## config.mk

```make
export PLATFORM = sky130hd
export DESIGN_NAME = seg7_scan_driver_flat
export DESIGN_NICKNAME = d
export VERILOG_FILES = /design/src/rtl/seg7_scan_driver_if.sv /design/src/rtl/seg7_scan_driver.sv /design/src/flat_wrapper.sv
export SDC_FILE = /design/constraint.sdc
export NUM_CORES = 1
export LEC_CHECK = 0
export BUFFER_PORTS_ARGS = -buffer_cell sky130_fd_sc_hd__buf_2
export CELL_PAD_IN_SITES_DETAIL_PLACEMENT = 2
export CELL_PAD_IN_SITES_GLOBAL_PLACEMENT = 2
export CORE_MARGIN = 5
export CORE_UTILIZATION = 36
export DETAILED_ROUTE_END_ITERATION = 8
export GPL_TIMING_DRIVEN = 0
export PLACE_DENSITY = 0.89
export SETUP_SLACK_MARGIN = 0.2
export SLEW_MARGIN = 25
export SYNTH_ARGS = -nofsm -noshare
export SYNTH_HDL_FRONTEND = slang
export SYNTH_SLANG_ARGS = --single-unit
```

## constraint.sdc

```tcl
create_clock -name clk -period 3.1 [get_ports clk]
set_clock_uncertainty 0.1 [all_clocks]
set_input_delay 0.62 -clock clk [delete_from_list [all_inputs] [get_ports clk]]
set_output_delay 0.62 -clock clk [all_outputs]
set_load 0.02 [all_outputs]
```

## src/rtl/seg7_scan_driver_if.sv

```systemverilog
// rtl/seg7_scan_driver_if.sv - host/display signal bundle for seg7_scan_driver
interface seg7_scan_driver_if #(
  parameter int DIGITS = 8
);
  logic                load;
  logic [4*DIGITS-1:0] data;
  logic [DIGITS-1:0]   point;
  logic [DIGITS-1:0]   blink_en;
  logic [DIGITS-1:0]   digit_en;
  logic [7:0]          segment;
  logic [DIGITS-1:0]   anode;
  logic                frame_start;
  logic                sclk;
  logic                sdat;
  logic                slatch;
  logic                ser_busy;

  modport master (
    output load, data, point, blink_en, digit_en,
    input  segment, anode, frame_start, sclk, sdat, slatch, ser_busy
  );

  modport slave (
    input  load, data, point, blink_en, digit_en,
    output segment, anode, frame_start, sclk, sdat, slatch, ser_busy
  );
endinterface

```

## src/rtl/seg7_scan_driver.sv

```systemverilog
// rtl/seg7_scan_driver.sv - multiplexed seven-segment scan driver with frame-synchronous double buffering
// Optional serial shift-out engine built when SEG7_SERIAL_EN is defined.
module seg7_scan_driver #(
  parameter int DIGITS    = 8,
  parameter int SCAN_DIV  = 1024,
  parameter int BLINK_DIV = 1 << 22
) (
  input logic               clk,
  input logic               rst,
  seg7_scan_driver_if.slave bus
);
  localparam int PCW = $clog2(SCAN_DIV);
  localparam int IDW = $clog2(DIGITS);
  localparam int BCW = (BLINK_DIV > 1) ? $clog2(BLINK_DIV) : 1;
  localparam logic [PCW-1:0] PC_LAST = PCW'(SCAN_DIV - 1);
  localparam logic [IDW-1:0] ID_LAST = IDW'(DIGITS - 1);
  localparam logic [BCW-1:0] BC_LAST = BCW'(BLINK_DIV - 1);

  function automatic logic [6:0] hex7(input logic [3:0] n);
    case (n)
      4'h0: hex7 = 7'h3F;  4'h1: hex7 = 7'h06;  4'h2: hex7 = 7'h5B;  4'h3: hex7 = 7'h4F;
      4'h4: hex7 = 7'h66;  4'h5: hex7 = 7'h6D;  4'h6: hex7 = 7'h7D;  4'h7: hex7 = 7'h07;
      4'h8: hex7 = 7'h7F;  4'h9: hex7 = 7'h6F;  4'hA: hex7 = 7'h77;  4'hB: hex7 = 7'h7C;
      4'hC: hex7 = 7'h39;  4'hD: hex7 = 7'h5E;  4'hE: hex7 = 7'h79;  default: hex7 = 7'h71;
    endcase
  endfunction

  logic [PCW-1:0]      pc_q, pc_d;
  logic [IDW-1:0]      idx_q, idx_d;
  logic [BCW-1:0]      bcnt_q, bcnt_d;
  logic                phase_q, phase_d;
  logic [4*DIGITS-1:0] sh_data_q, sh_data_d, dp_data_q, dp_data_d;
  logic [DIGITS-1:0]   sh_point_q, sh_point_d, dp_point_q, dp_point_d;
  logic [DIGITS-1:0]   sh_blink_q, sh_blink_d, dp_blink_q, dp_blink_d;
  logic [DIGITS-1:0]   sh_den_q, sh_den_d, dp_den_q, dp_den_d;
  logic [7:0]          segment_q, segment_d;
  logic [DIGITS-1:0]   anode_q, anode_d;
  logic                frame_start_q, frame_start_d;
  logic                scan_wrap, boundary, dark;
  logic [3:0]          nib;

  always_comb begin
    scan_wrap = (pc_q == PC_LAST);
    boundary  = scan_wrap && (idx_q == ID_LAST);
    pc_d      = scan_wrap ? '0 : pc_q + 1'b1;
    idx_d     = idx_q;
    if (scan_wrap) idx_d = boundary ? '0 : idx_q + 1'b1;
    bcnt_d    = (bcnt_q == BC_LAST) ? '0 : bcnt_q + 1'b1;
    phase_d   = (bcnt_q == BC_LAST) ? ~phase_q : phase_q;
    // Shadow takes the load even on a boundary; display commits the pre-load shadow.
    sh_data_d  = bus.load ? bus.data     : sh_data_q;
    sh_point_d = bus.load ? bus.point    : sh_point_q;
    sh_blink_d = bus.load ? bus.blink_en : sh_blink_q;
    sh_den_d   = bus.load ? bus.digit_en : sh_den_q;
    dp_data_d  = boundary ? sh_data_q  : dp_data_q;
    dp_point_d = boundary ? sh_point_q : dp_point_q;
    dp_blink_d = boundary ? sh_blink_q : dp_blink_q;
    dp_den_d   = boundary ? sh_den_q   : dp_den_q;
    nib        = dp_data_q[{idx_q, 2'b00} +: 4];
    dark       = !dp_den_q[idx_q] || (dp_blink_q[idx_q] && phase_q);
    anode_d    = dark ? '1 : ~(DIGITS'(1) << idx_q);
    segment_d  = dark ? 8'hFF : ~{dp_point_q[idx_q], hex7(nib)};
    frame_start_d = boundary;
  end

  always_ff @(posedge clk) begin
    if (rst) begin
      pc_q          <= '0;
      idx_q         <= '0;
      bcnt_q        <= '0;
      phase_q       <= 1'b0;
      sh_data_q     <= '0;
      sh_point_q    <= '0;
      sh_blink_q    <= '0;
      sh_den_q      <= '0;
      dp_data_q     <= '0;
      dp_point_q    <= '0;
      dp_blink_q    <= '0;
      dp_den_q      <= '0;
      segment_q     <= 8'hFF;
      anode_q       <= '1;
      frame_start_q <= 1'b0;
    end else begin
      pc_q          <= pc_d;
      idx_q         <= idx_d;
      bcnt_q        <= bcnt_d;
      phase_q       <= phase_d;
      sh_data_q     <= sh_data_d;
      sh_point_q    <= sh_point_d;
      sh_blink_q    <= sh_blink_d;
      sh_den_q      <= sh_den_d;
      dp_data_q     <= dp_data_d;
      dp_point_q    <= dp_point_d;
      dp_blink_q    <= dp_blink_d;
      dp_den_q      <= dp_den_d;
      segment_q     <= segment_d;
      anode_q       <= anode_d;
      frame_start_q <= frame_start_d;
    end
  end

  assign bus.segment     = segment_q;
  assign bus.anode       = anode_q;
  assign bus.frame_start = frame_start_q;

`ifdef SEG7_SERIAL_EN
  typedef enum logic [1:0] {S_IDLE, S_SHIFT, S_LATCH} ser_state_e;
  localparam int HCW = $clog2(16 * DIGITS);
  localparam logic [HCW-1:0] HC_LAST = HCW'(16 * DIGITS - 1);

  ser_state_e          state_q, state_d;
  logic [8*DIGITS-1:0] sr_q, sr_d, frame_pat;
  logic [HCW-1:0]      hc_q, hc_d;
  logic                dirty_q, dirty_d;

  // Highest digit sits in the top byte so it leaves first, bit 7 leading.
  always_comb begin
    frame_pat = '0;
    for (int i = 0; i < DIGITS; i++)
      frame_pat[8*i +: 8] = {sh_point_q[i], hex7(sh_data_q[4*i +: 4])};
  end

  always_comb begin
    state_d = state_q;
    sr_d    = sr_q;
    hc_d    = hc_q;
    dirty_d = bus.load ? 1'b1 : (boundary ? 1'b0 : dirty_q);
    case (state_q)
      S_IDLE: begin
        if (boundary && dirty_q) begin
          state_d = S_SHIFT;
          sr_d    = frame_pat;
          hc_d    = '0;
        end
      end
      S_SHIFT: begin
        hc_d = hc_q + 1'b1;
        if (hc_q[0]) sr_d = {sr_q[8*DIGITS-2:0], 1'b0};
        if (hc_q == HC_LAST) state_d = S_LATCH;
      end
      S_LATCH: state_d = S_IDLE;
      default: state_d = S_IDLE;
    endcase
  end

  always_ff @(posedge clk) begin
    if (rst) begin
      state_q <= S_IDLE;
      sr_q    <= '0;
      hc_q    <= '0;
      dirty_q <= 1'b0;
    end else begin
      state_q <= state_d;
      sr_q    <= sr_d;
      hc_q    <= hc_d;
      dirty_q <= dirty_d;
    end
  end

  assign bus.sclk     = (state_q == S_SHIFT) && hc_q[0];
  assign bus.sdat     = (state_q == S_SHIFT) && sr_q[8*DIGITS-1];
  assign bus.slatch   = (state_q == S_LATCH);
  assign bus.ser_busy = (state_q != S_IDLE);
`else
  assign bus.sclk     = 1'b0;
  assign bus.sdat     = 1'b0;
  assign bus.slatch   = 1'b0;
  assign bus.ser_busy = 1'b0;
`endif
endmodule

```

## src/flat_wrapper.sv

```systemverilog
// flat-port wrapper written by rule: the top's interface ports become plain ports
module seg7_scan_driver_flat 
#(
  parameter int DIGITS    = 8,
  parameter int SCAN_DIV  = 1024,
  parameter int BLINK_DIV = 1 << 22
)
  (clk, rst, bus_load, bus_data, bus_point, bus_blink_en, bus_digit_en, bus_segment, bus_anode, bus_frame_start, bus_sclk, bus_sdat, bus_slatch, bus_ser_busy);
  seg7_scan_driver_if #(.DIGITS(DIGITS)) bus_i ();
  input logic clk;
  input logic rst;
  input wire logic [$bits(bus_i.load)-1:0] bus_load;
  input wire logic [$bits(bus_i.data)-1:0] bus_data;
  input wire logic [$bits(bus_i.point)-1:0] bus_point;
  input wire logic [$bits(bus_i.blink_en)-1:0] bus_blink_en;
  input wire logic [$bits(bus_i.digit_en)-1:0] bus_digit_en;
  output wire logic [$bits(bus_i.segment)-1:0] bus_segment;
  output wire logic [$bits(bus_i.anode)-1:0] bus_anode;
  output wire logic [$bits(bus_i.frame_start)-1:0] bus_frame_start;
  output wire logic [$bits(bus_i.sclk)-1:0] bus_sclk;
  output wire logic [$bits(bus_i.sdat)-1:0] bus_sdat;
  output wire logic [$bits(bus_i.slatch)-1:0] bus_slatch;
  output wire logic [$bits(bus_i.ser_busy)-1:0] bus_ser_busy;
  assign bus_i.load = bus_load;
  assign bus_i.data = bus_data;
  assign bus_i.point = bus_point;
  assign bus_i.blink_en = bus_blink_en;
  assign bus_i.digit_en = bus_digit_en;
  assign bus_segment = bus_i.segment;
  assign bus_anode = bus_i.anode;
  assign bus_frame_start = bus_i.frame_start;
  assign bus_sclk = bus_i.sclk;
  assign bus_sdat = bus_i.sdat;
  assign bus_slatch = bus_i.slatch;
  assign bus_ser_busy = bus_i.ser_busy;
  seg7_scan_driver #(.DIGITS(DIGITS), .SCAN_DIV(SCAN_DIV), .BLINK_DIV(BLINK_DIV)) u_core (.clk(clk), .rst(rst), .bus(bus_i));
endmodule
```

* Yosys cells after proc, flatten, opt, wreduce, memory -nomap -nowiden
Memories as Yosys holds them, arrays and structs flattened.
Index checks and enable logic that the tools add are counted.
** Storage, ports and cells
- Memory bits (read-only) :: 112
- Latch bits :: 0
- Register bits :: 165
- Memory bits (writable) :: 0
- Logic and storage cells :: 42
- Memories :: 1
** Memory list
- (no name shown) :: depth 16, width 7, read ports 1, clocked after Yosys merged registers in 0, write ports 0, line seg7_scan_driver.sv:20 : case (n)
** Cells by class
- Equal/unequal tests :: 3
- Shift operators :: 2
- Div/mod/pow operators :: 0
- Bitwise gates (word level) :: 3
- Muxes and demuxes :: 7
- $mul :: 0
- Order comparisons :: 1
- Reductions and logical operators :: 7
- $add $sub $neg :: 3
** Operators with widths (count)
- $shiftx A32 B6 Y4 :: 1
- $add A22 B1 Y22 const B :: 1
- $eq A22 B22 Y1 const B :: 1
- $not A8 Y8 :: 2
- $add A10 B1 Y10 const B :: 1
- $eq A10 B10 Y1 const B :: 1
- $bmux W1 S3 :: 3
- $shl A1 B3 Y8 const A :: 1
- $reduce_or A2 Y1 :: 3
- $lt A3 B4 Y1 const B :: 1
- $add A3 B1 Y3 const B :: 1
- $eq A3 B3 Y1 const B :: 1
- $mux W1 :: 3
- $mux W3 :: 1
- $logic_and A1 B1 Y1 :: 2
- $logic_not A1 Y1 :: 1
- $logic_or A1 B1 Y1 :: 1
- $not A1 Y1 :: 1

* Longest topological paths before layout
Gate-level depths: netlist of run 1.
- Word-level depth :: 5
- Gate-level depth with buffers :: 10

* Worst setup path after synthesis of run 1
OpenSTA, ideal clock, no wires.
- Path kind :: register -> register
- From :: register u_core.idx_q[0]
- To :: register u_core.segment_q[3], in the netlist u_core.bus.segment[3]
- Setup slack :: 0.783 ns
- Buffers on the path :: 2
- Stages on the path, launching flop included :: 9
- Setup time :: 0.122 ns
- Data arrival time :: 2.095 ns
- Path through :: dfxtp_1 -> buf_6 -> buf_4 -> mux4_2 -> mux2_2 -> ha_1 -> and2_1 -> a211oi_1 -> o21ai_1
** On the way
- Longest elaborated chain between the ends :: 5
** Ends and longest elaborated chain
- start: declaration :: line seg7_scan_driver.sv:29 : logic [IDW-1:0] idx_q, idx_d;
- start signal: assignment :: line seg7_scan_driver.sv:85 : idx_q <= idx_d;
- branches (longest 5 deep; another with $mem_v2 Z16 W7)
- end signal: assignment :: line seg7_scan_driver.sv:96 : segment_q <= segment_d;
- end: declaration :: line seg7_scan_driver.sv:36 : logic [7:0] segment_q, segment_d;
Several ways; the timed one is not identified. The select of a mux whose other input is x is not followed.
A chain may end at the register's enable or synchronous reset.

* Final worst setup path of run 1
Same ends and word-level chain as after synthesis.

==> run_summary.xml, run 1 <==
<?xml version="1.0" encoding="UTF-8"?>
<metrics>
  <group name="grt">
    <metric name="gr-total-overflow" unit="">0</metric>
    <metric name="via_count_of_the_first_global_routing_pass" unit="">6259</metric>
    <metric name="grt_antenna_before_repair" unit="">0</metric>
    <metric name="grt_pass1_wl" unit="microns">34100</metric>
    <metric name="grt_start_max_net_pins" unit="">17</metric>
    <metric name="grt_util_all_layers" unit="">0.205</metric>
  </group>
  <group name="routing">
    <metric name="detailedRoute.firstPassIterationCount" unit="">4</metric>
    <metric name="via_count" unit="">5368</metric>
    <metric name="drtAntennaViolNets" unit="">0</metric>
    <metric name="wl" unit="microns">21300</metric>
    <metric name="drt-wirelength-per-cell" unit="microns">20.5</metric>
    <metric name="drt_iter0_markers" unit="">206</metric>
    <metric name="vias_per_cell" unit="">5.15</metric>
    <metric name="drcViolationCount" unit="">0</metric>
  </group>
  <group name="worst_setup_path">
    <metric name="startpoint_type" unit="">register</metric>
    <metric name="crit_arrival" unit="ps">2970</metric>
    <metric name="crit_chain" unit="">buf_6, buf_4, mux4_2, mux2_2, inv_1, ha_1, nor2b_1, a211oi_1, o21ai_1</metric>
    <metric name="cpPeakStageDelay" unit="ps">550</metric>
    <metric name="worstPathMaxFanout" unit="">10</metric>
    <metric name="timing.rr.end" unit="">u_core.bus.segment[3]$_SDFF_PP1_</metric>
    <metric name="nature_of_the_critical_path_endpoint" unit="">register</metric>
    <metric name="critical_path.top_delay_family" unit="">multiplexers</metric>
    <metric name="required_time_of_the_worst_setup_path" unit="ps">3370</metric>
    <metric name="critical_path_class" unit="">reg -&gt; reg</metric>
    <metric name="crit_path_top_delay_cell" unit="">mux4_2</metric>
    <metric name="regToRegStartpoint" unit="">u_core.idx_q[0]$_SDFFE_PP0P_</metric>
    <metric name="worst-path-buf-inv" unit="">3</metric>
    <metric name="reg2reg_slack" unit="ps">390</metric>
    <metric name="worst-r2r-cell-count" unit="">9</metric>
  </group>
  <group name="cts">
    <metric name="clk_path_buf_depth" unit="">2</metric>
    <metric name="number_of_h_tree_levels" unit="">4</metric>
    <metric name="cts_tree" unit="">yes</metric>
    <metric name="cts-root-buf" unit="">clkbuf_16</metric>
    <metric name="clock_sinks" unit="">165</metric>
    <metric name="cts-buffers-inserted" unit="">17</metric>
    <metric name="worst_skew_pair.late_latency" unit="ps">440</metric>
    <metric name="clkSlewWorstSetupHoldPaths" unit="ps">70</metric>
  </group>
  <group name="final_layout">
    <metric name="final_common_cell" unit="">dfxtp_1</metric>
    <metric name="most_frequent_cells_in_the_layout" unit="">165 x dfxtp_1, 142 x nand2_1, 102 x nor2_1</metric>
    <metric name="layout-area-overhead-vs-synth" unit="%">18.8</metric>
    <metric name="design.final.nets" unit="">875</metric>
    <metric name="antenna_cells" unit="">0</metric>
    <metric name="final_layout_size_suffix_gt1_frac" unit="">0.172</metric>
  </group>
  <group name="power">
    <metric name="p_sw" unit="mW">1.03</metric>
    <metric name="finalPower" unit="mW">4.50</metric>
    <metric name="clock_network_fraction_of_total_power" unit="">0.466</metric>
    <metric name="sw_frac_of_total" unit="">0.229</metric>
    <metric name="total_leakage_power" unit="nW">3.10</metric>
    <metric name="internal-power" unit="mW">3.47</metric>
    <metric name="power_frac_comb" unit="">0.044</metric>
    <metric name="p_per_area" unit="nW/um^2">577</metric>
    <metric name="share_seq_of_total_power" unit="">0.490</metric>
    <metric name="vdd.ir_drop.worst" unit="mV">0.423</metric>
  </group>
  <group name="hold_path">
    <metric name="hold_path.startpoint" unit="">bus_data[12]</metric>
    <metric name="timing.hold.worst_endpoint" unit="">u_core.sh_data_q[12]$_SDFFE_PP0P_</metric>
    <metric name="hp-class" unit="">in -&gt; reg</metric>
    <metric name="whs_path_depth" unit="">3</metric>
  </group>
  <group name="placement">
    <metric name="dp_slack" unit="ps">477</metric>
    <metric name="placement.io_buffers" unit="">73</metric>
    <metric name="place.detailed.hpwl" unit="microns">13600</metric>
    <metric name="place_congestion" unit="">0.746</metric>
  </group>
  <group name="timing">
    <metric name="fin_hold_ws" unit="ps">314</metric>
    <metric name="timing.final.hold_violations" unit="">0</metric>
    <metric name="setup-tns-final" unit="ps">0</metric>
    <metric name="final.setup.worst_slack" unit="ps">392</metric>
    <metric name="timing.final.crit_share" unit="">0.874</metric>
    <metric name="endpoints_failing_setup" unit="">0</metric>
    <metric name="grt_setup_unrepaired" unit="">false</metric>
    <metric name="final.min_clock_period" unit="ps">2710</metric>
    <metric name="actual_slew_at_the_worst_max_slew_pin" unit="ps">976</metric>
    <metric name="max_freq" unit="GHz">0.369</metric>
    <metric name="timing_max_transition_violations_final" unit="">0</metric>
    <metric name="worst_slew_margin_rel" unit="">0.349</metric>
  </group>
  <group name="synth">
    <metric name="ys_async_sr_fraction" unit="">0</metric>
    <metric name="syn_avg_cell_area" unit="sq um">9.28</metric>
    <metric name="synth_enable_flop_cells" unit="">0</metric>
    <metric name="syn-cell-area" unit="sq um">6560</metric>
    <metric name="synth_sequential_area_ratio" unit="">0.503</metric>
    <metric name="syn-instance-count" unit="">707</metric>
    <metric name="yosys_warnings" unit="">0</metric>
    <metric name="postSynthRegisterBits" unit="">165</metric>
    <metric name="synth.lib_cells_used.distinct" unit="">39</metric>
    <metric name="synth-main-ff-cell" unit="">dfxtp_1</metric>
  </group>
  <group name="floorplanning">
    <metric name="die-height" unit="microns">145</metric>
    <metric name="top_level_ports" unit="">80</metric>
    <metric name="floorplan.rows" unit="">49</metric>
    <metric name="starting_utilization_of_the_core_area" unit="">0.365</metric>
    <metric name="design.core.area" unit="sq um">18000</metric>
    <metric name="chipWidth" unit="microns">145</metric>
    <metric name="dieArea" unit="sq um">21000</metric>
  </group>
  <group name="job">
    <metric name="timing.max_cap.violations" unit="">0</metric>
  </group>
  <group name="outcome">
    <metric name="status" unit="">completed</metric>
  </group>
</metrics>
[state kept, by name, indices dropped and copies added (netlist names)]
name / count
u_core.dp_data_q: 32
u_core.sh_data_q: 32
u_core.bcnt_q: 22
u_core.pc_q: 10
u_core.bus.anode: 8
u_core.bus.segment: 8
u_core.dp_blink_q: 8
u_core.dp_den_q: 8
u_core.dp_point_q: 8
u_core.sh_blink_q: 8
u_core.sh_den_q: 8
u_core.sh_point_q: 8
u_core.idx_q: 3
u_core.bus.frame_start: 1
u_core.phase_q: 1
[layer usage]
| metal | global-route usage | vias up | share of wire |
|---|---|---|---|
| li1 | - | 2518 | - |
| met1 | 0.220 | 2710 | 0.40 |
| met2 | 0.388 | 105 | 0.55 |
| met3 | 0.0352 | 35 | 0.028 |
| met4 | 0.0932 | 0 | 0.028 |
| met5 | 0 | - | 0 |
[per-stage QoR]
stage,instances,instance area (sq um),utilization
after floorplan,710,6570,-
final,1042,7800,0.434
after global routing,1042,7800,0.434
after detailed placement,1012,7230,0.402
after global placement,1012,7230,0.402
after CTS,1042,7790,0.434
[worst reg2reg max path: cells and delay by family (launching register included)]
kind                     cells  cell delay (ps)
multiplexers                 2              900
buffers and inverters        3              620
flip-flops                   1              390
adder cells (fa/ha/maj)      1              280
AO/OA/AOI/OAI                2              190
AND/OR/NAND/NOR              1              140
[cells by family after synthesis]
group	after synthesis	synth area share
and+or+nand+nor	292	0.183
DFF	165	0.503
muxes	79	0.148
AOI/OAI and AO/OA	69	0.0593
buffers and inverters	58	0.0404
xor gates and xnor gates	29	0.0387
adders and majority gates	14	0.0267
other	1	0.000571
[layout make-up]
type	instances	area, sq um
Buffer	48	228
Multi-Input combinational cell	487	3010
Inverter	10	37.5
Sequential cell	165	3300
Timing Repair Buffer	73	365
Clock buffer	21	460
Tap cell	229	287
Clock inverter	9	105
Fill cell	1947	10200
[power groups by stage]
stage,Combinational (mW),Clock [mW],Sequential [mW]
6_report,0.200,2.10,2.21
5_1_grt,0.220,2.23,2.21
4_1_cts,0.203,2.15,2.21
3_5_place_dp,0.197,0,2.25
3_3_place_gp,0.188,0,2.25
2_1_floorplan,0.122,0,2.24
[repair_timing]
action                     in CTS  in global routing
setup endpoints to repair       0                 20
buffers inserted                0                  0
gates resized for setup         0                  1
hold buffers                    0                  0
[worst max-delay path by stage]
stage	from	to	slack [ps]	cells past startpoint
2_1_floorplan	u_core.idx_q[0]$_SDFFE_PP0P_	u_core.bus.segment[3]$_SDFF_PP1_	780	8
3_3_place_gp	u_core.idx_q[0]$_SDFFE_PP0P_	u_core.bus.segment[3]$_SDFF_PP1_	540	8
3_5_place_dp	bus_load	u_core.sh_data_q[1]$_SDFFE_PP0P_	480	4
4_1_cts	u_core.pc_q[0]$_SDFF_PP0_	u_core.dp_den_q[5]$_SDFFE_PP0P_	300	8
5_1_grt	u_core.idx_q[0]$_SDFFE_PP0P_	u_core.bus.segment[3]$_SDFF_PP1_	230	10
6_report	u_core.idx_q[0]$_SDFFE_PP0P_	u_core.bus.segment[3]$_SDFF_PP1_	390	9
[Yosys cell counts (5+ instances only)]
master    instances  area [sq um]
ha_1             14           175
buf_4             5          37.5
buf_2            11          55.1
and2_1            6          37.5
xnor2_1          13           114
inv_1             8          30.0
nor2_1          102           383
mux4_2           13           293
nand2_1         142           533
clkbuf_1         26          97.6
nand3_1          19          95.1
a21oi_1          58           290
dfxtp_1         165          3300
xor2_1           16           140
mux2i_1          63           631
Note: power is estimated with default switching activity, not from simulation.
==> run 2: changes to the inputs <==
--- a/config.mk
+++ b/config.mk
@@ -9,10 +9,10 @@
 export CELL_PAD_IN_SITES_DETAIL_PLACEMENT = 2
 export CELL_PAD_IN_SITES_GLOBAL_PLACEMENT = 2
 export CORE_MARGIN = 5
-export CORE_UTILIZATION = 36
+export CORE_UTILIZATION = 32
 export DETAILED_ROUTE_END_ITERATION = 8
 export GPL_TIMING_DRIVEN = 0
-export PLACE_DENSITY = 0.89
+export PLACE_DENSITY = 0.84
 export SETUP_SLACK_MARGIN = 0.2
 export SLEW_MARGIN = 25
 export SYNTH_ARGS = -nofsm -noshare
==> constraint.sdc (replaced) <==
create_clock -name clk -period 2.33 [get_ports clk]
set_clock_uncertainty 0.1 [all_clocks]
set_input_delay 0.466 -clock clk [delete_from_list [all_inputs] [get_ports clk]]
set_output_delay 0.466 -clock clk [all_outputs]
set_load 0.02 [all_outputs]
==> run 2 against run 1 <==
Sequential share of layout area decreased by 3.2 points. Largest power group unchanged. Critical path depth rose by 2. Count of clock-buffer cells in the layout decreased by 2. Final cell count rose by 6.3%. Hold slack got worse by 160 ps. Global-route usage is 1.6 points lower. Total power is 34% higher. Core utilization fell by 1.7 points. Combinational power increased by 36%.
==> run_summary.xml, run 2 (synthesis gave the netlist of run 1 again) <==
<?xml version="1.0" encoding="UTF-8"?>
<metrics>
  <group name="timing">
    <metric name="endpoints_failing_setup" unit="">0</metric>
    <metric name="timing.final.crit_share" unit="">0.998</metric>
    <metric name="grt_setup_unrepaired" unit="">true</metric>
    <metric name="timing_max_transition_violations_final" unit="">0</metric>
    <metric name="fin_hold_ws" unit="ps">155</metric>
    <metric name="worst_slew_margin_rel" unit="">0.459</metric>
    <metric name="actual_slew_at_the_worst_max_slew_pin" unit="ps">812</metric>
    <metric name="final.min_clock_period" unit="ps">2330</metric>
    <metric name="max_freq" unit="GHz">0.430</metric>
    <metric name="timing.final.hold_violations" unit="">0</metric>
  </group>
  <group name="grt">
    <metric name="gr-total-overflow" unit="">0</metric>
    <metric name="via_count_of_the_first_global_routing_pass" unit="">6156</metric>
    <metric name="grt_start_max_net_pins" unit="">17</metric>
    <metric name="grt_pass1_wl" unit="microns">34700</metric>
    <metric name="grt_util_all_layers" unit="">0.189</metric>
    <metric name="grt_antenna_before_repair" unit="">1</metric>
  </group>
  <group name="final_layout">
    <metric name="most_frequent_cells_in_the_layout" unit="">162 x dfxtp_1, 131 x nand2_1, 102 x nor2_1</metric>
    <metric name="final_common_cell" unit="">dfxtp_1</metric>
    <metric name="regArea" unit="sq um">3310</metric>
    <metric name="largest_registers" unit="">u_core.dp_data_q (32), u_core.sh_data_q (32), u_core.bcnt_q (22)</metric>
    <metric name="final_layout_size_suffix_gt1_frac" unit="">0.263</metric>
    <metric name="layout-area-overhead-vs-synth" unit="%">28.7</metric>
    <metric name="fillers" unit="">2162</metric>
    <metric name="design.final.nets" unit="">898</metric>
    <metric name="antenna_cells" unit="">0</metric>
    <metric name="multiInputGateArea" unit="sq um">3280</metric>
  </group>
  <group name="routing">
    <metric name="drt_iter0_markers" unit="">206</metric>
    <metric name="via_count" unit="">5435</metric>
    <metric name="vias_per_cell" unit="">4.91</metric>
    <metric name="drtAntennaViolNets" unit="">0</metric>
    <metric name="wl" unit="microns">22300</metric>
    <metric name="drt-wirelength-per-cell" unit="microns">20.2</metric>
    <metric name="drcViolationCount" unit="">0</metric>
    <metric name="detailedRoute.firstPassIterationCount" unit="">4</metric>
  </group>
  <group name="cts">
    <metric name="clock_sinks" unit="">165</metric>
    <metric name="clk_path_buf_depth" unit="">2</metric>
    <metric name="cts_tree" unit="">yes</metric>
    <metric name="number_of_h_tree_levels" unit="">4</metric>
    <metric name="clkSlewWorstSetupHoldPaths" unit="ps">70</metric>
    <metric name="worst_skew_pair.late_latency" unit="ps">450</metric>
    <metric name="cts-root-buf" unit="">clkbuf_16</metric>
    <metric name="cts.hold.buffers_added" unit="">0</metric>
    <metric name="cts-buffers-inserted" unit="">17</metric>
  </group>
  <group name="power">
    <metric name="vdd.ir_drop.worst" unit="mV">0.393</metric>
    <metric name="finalPower" unit="mW">6.04</metric>
    <metric name="p_per_area" unit="nW/um^2">716</metric>
    <metric name="total_leakage_power" unit="nW">3.31</metric>
  </group>
  <group name="hold_path">
    <metric name="whs_path_depth" unit="">3</metric>
    <metric name="hold_path.startpoint" unit="">bus_data[29]</metric>
    <metric name="hp-class" unit="">in -&gt; reg</metric>
  </group>
  <group name="worst_setup_path">
    <metric name="regToRegStartpoint" unit="">u_core.idx_q[0]$_SDFFE_PP0P_</metric>
    <metric name="crit_arrival" unit="ps">2600</metric>
    <metric name="required_time_of_the_worst_setup_path" unit="ps">2600</metric>
    <metric name="critical_path_class" unit="">reg -&gt; reg</metric>
    <metric name="worst-r2r-cell-count" unit="">11</metric>
    <metric name="nature_of_the_critical_path_endpoint" unit="">register</metric>
    <metric name="critPathLaunch" unit="">u_core.idx_q[0]$_SDFFE_PP0P_</metric>
    <metric name="startpoint_type" unit="">register</metric>
    <metric name="worstPathMaxFanout" unit="">7</metric>
  </group>
  <group name="floorplanning">
    <metric name="floorplan.rows" unit="">52</metric>
    <metric name="top_level_ports" unit="">80</metric>
    <metric name="dieArea" unit="sq um">23500</metric>
    <metric name="design.core.area" unit="sq um">20200</metric>
    <metric name="die-height" unit="microns">153</metric>
    <metric name="starting_utilization_of_the_core_area" unit="">0.324</metric>
    <metric name="chipWidth" unit="microns">153</metric>
  </group>
  <group name="job">
    <metric name="timing.max_cap.violations" unit="">0</metric>
  </group>
  <group name="placement">
    <metric name="place.detailed.hpwl" unit="microns">13500</metric>
    <metric name="placement.io_buffers" unit="">73</metric>
    <metric name="place_congestion" unit="">0.783</metric>
  </group>
  <group name="outcome">
    <metric name="status" unit="">completed</metric>
  </group>
</metrics>
[run 2: changes by cell type in the layout (fill, tap and decap cells not counted), moves of 8 or more]
cell / previous run / this run
nand2_2: 0 / 8
clkbuf_1: 28 / 20
ha_1: 14 / 6
buf_4: 5 / 28
buf_2: 84 / 73
nand2_1: 142 / 131
[run 2: report_power, final]
group,switching [mW],internal (mW)
registers,0.0489,2.89
clock network,1.24,1.60
logic,0.152,0.120
[run 2: layer usage]
layer / vias up / GRT usage / routed length [microns]
met2: 116 / 0.344 / 11900
met5: - / 0 / 7
met3: 51 / 0.0322 / 686
met1: 2690 / 0.213 / 9130
li1: 2576 / - / -
met4: 2 / 0.0921 / 668
[run 2: per-stage QoR]
stage          setup TNS [ps]   util  cells  cell area, sq um  setup slack [ps]
2_1_floorplan               0      -    710              6620               187
3_3_place_gp            -6500  0.362   1053              7320              -194
3_5_place_dp           -12230  0.362   1053              7320              -329
4_1_cts                     0  0.406   1099              8220              62.2
5_1_grt                  -195  0.417   1108              8450             -70.9
6_report                    0  0.417   1108              8450              4.50
[run 2: area by class of cell]
class                   count  area share
clock buffers              19      0.0524
well taps                 270      0.0400
multi-input cells         487       0.388
plain buffers              48      0.0372
repair buffers             96      0.0684
clock inverters            13      0.0159
inverters                  10     0.00593
flip-flops and latches    165       0.392
[run 2: worst paths after layout]
kind                                             to  slack [ps]
setup / recovery   u_core.bus.segment[3]$_SDFF_PP1_           4
hold / removal    u_core.sh_data_q[29]$_SDFFE_PP0P_         150
setup reg to reg   u_core.bus.segment[3]$_SDFF_PP1_           4
hold reg to reg   u_core.dp_data_q[13]$_SDFFE_PP0P_         360
[run 2: repair_timing]
item | in CTS | in global routing
gates resized for setup | 61 | 41
setup endpoints to repair | 101 | 84
gates cloned | 1 | 0
pin swaps | 10 | 12
buffers inserted | 13 | 9
[run 2: critical path, stage by stage, from the launching register on]
cell,delay [ps]
dfxtp_4,360
buf_12,130
buf_12,130
buf_4,110
mux4_2,540
nand2_2,120
nand2_4,110
inv_6,110
ha_4,210
nor2b_2,140
a211oi_2,50
o21ai_1,140
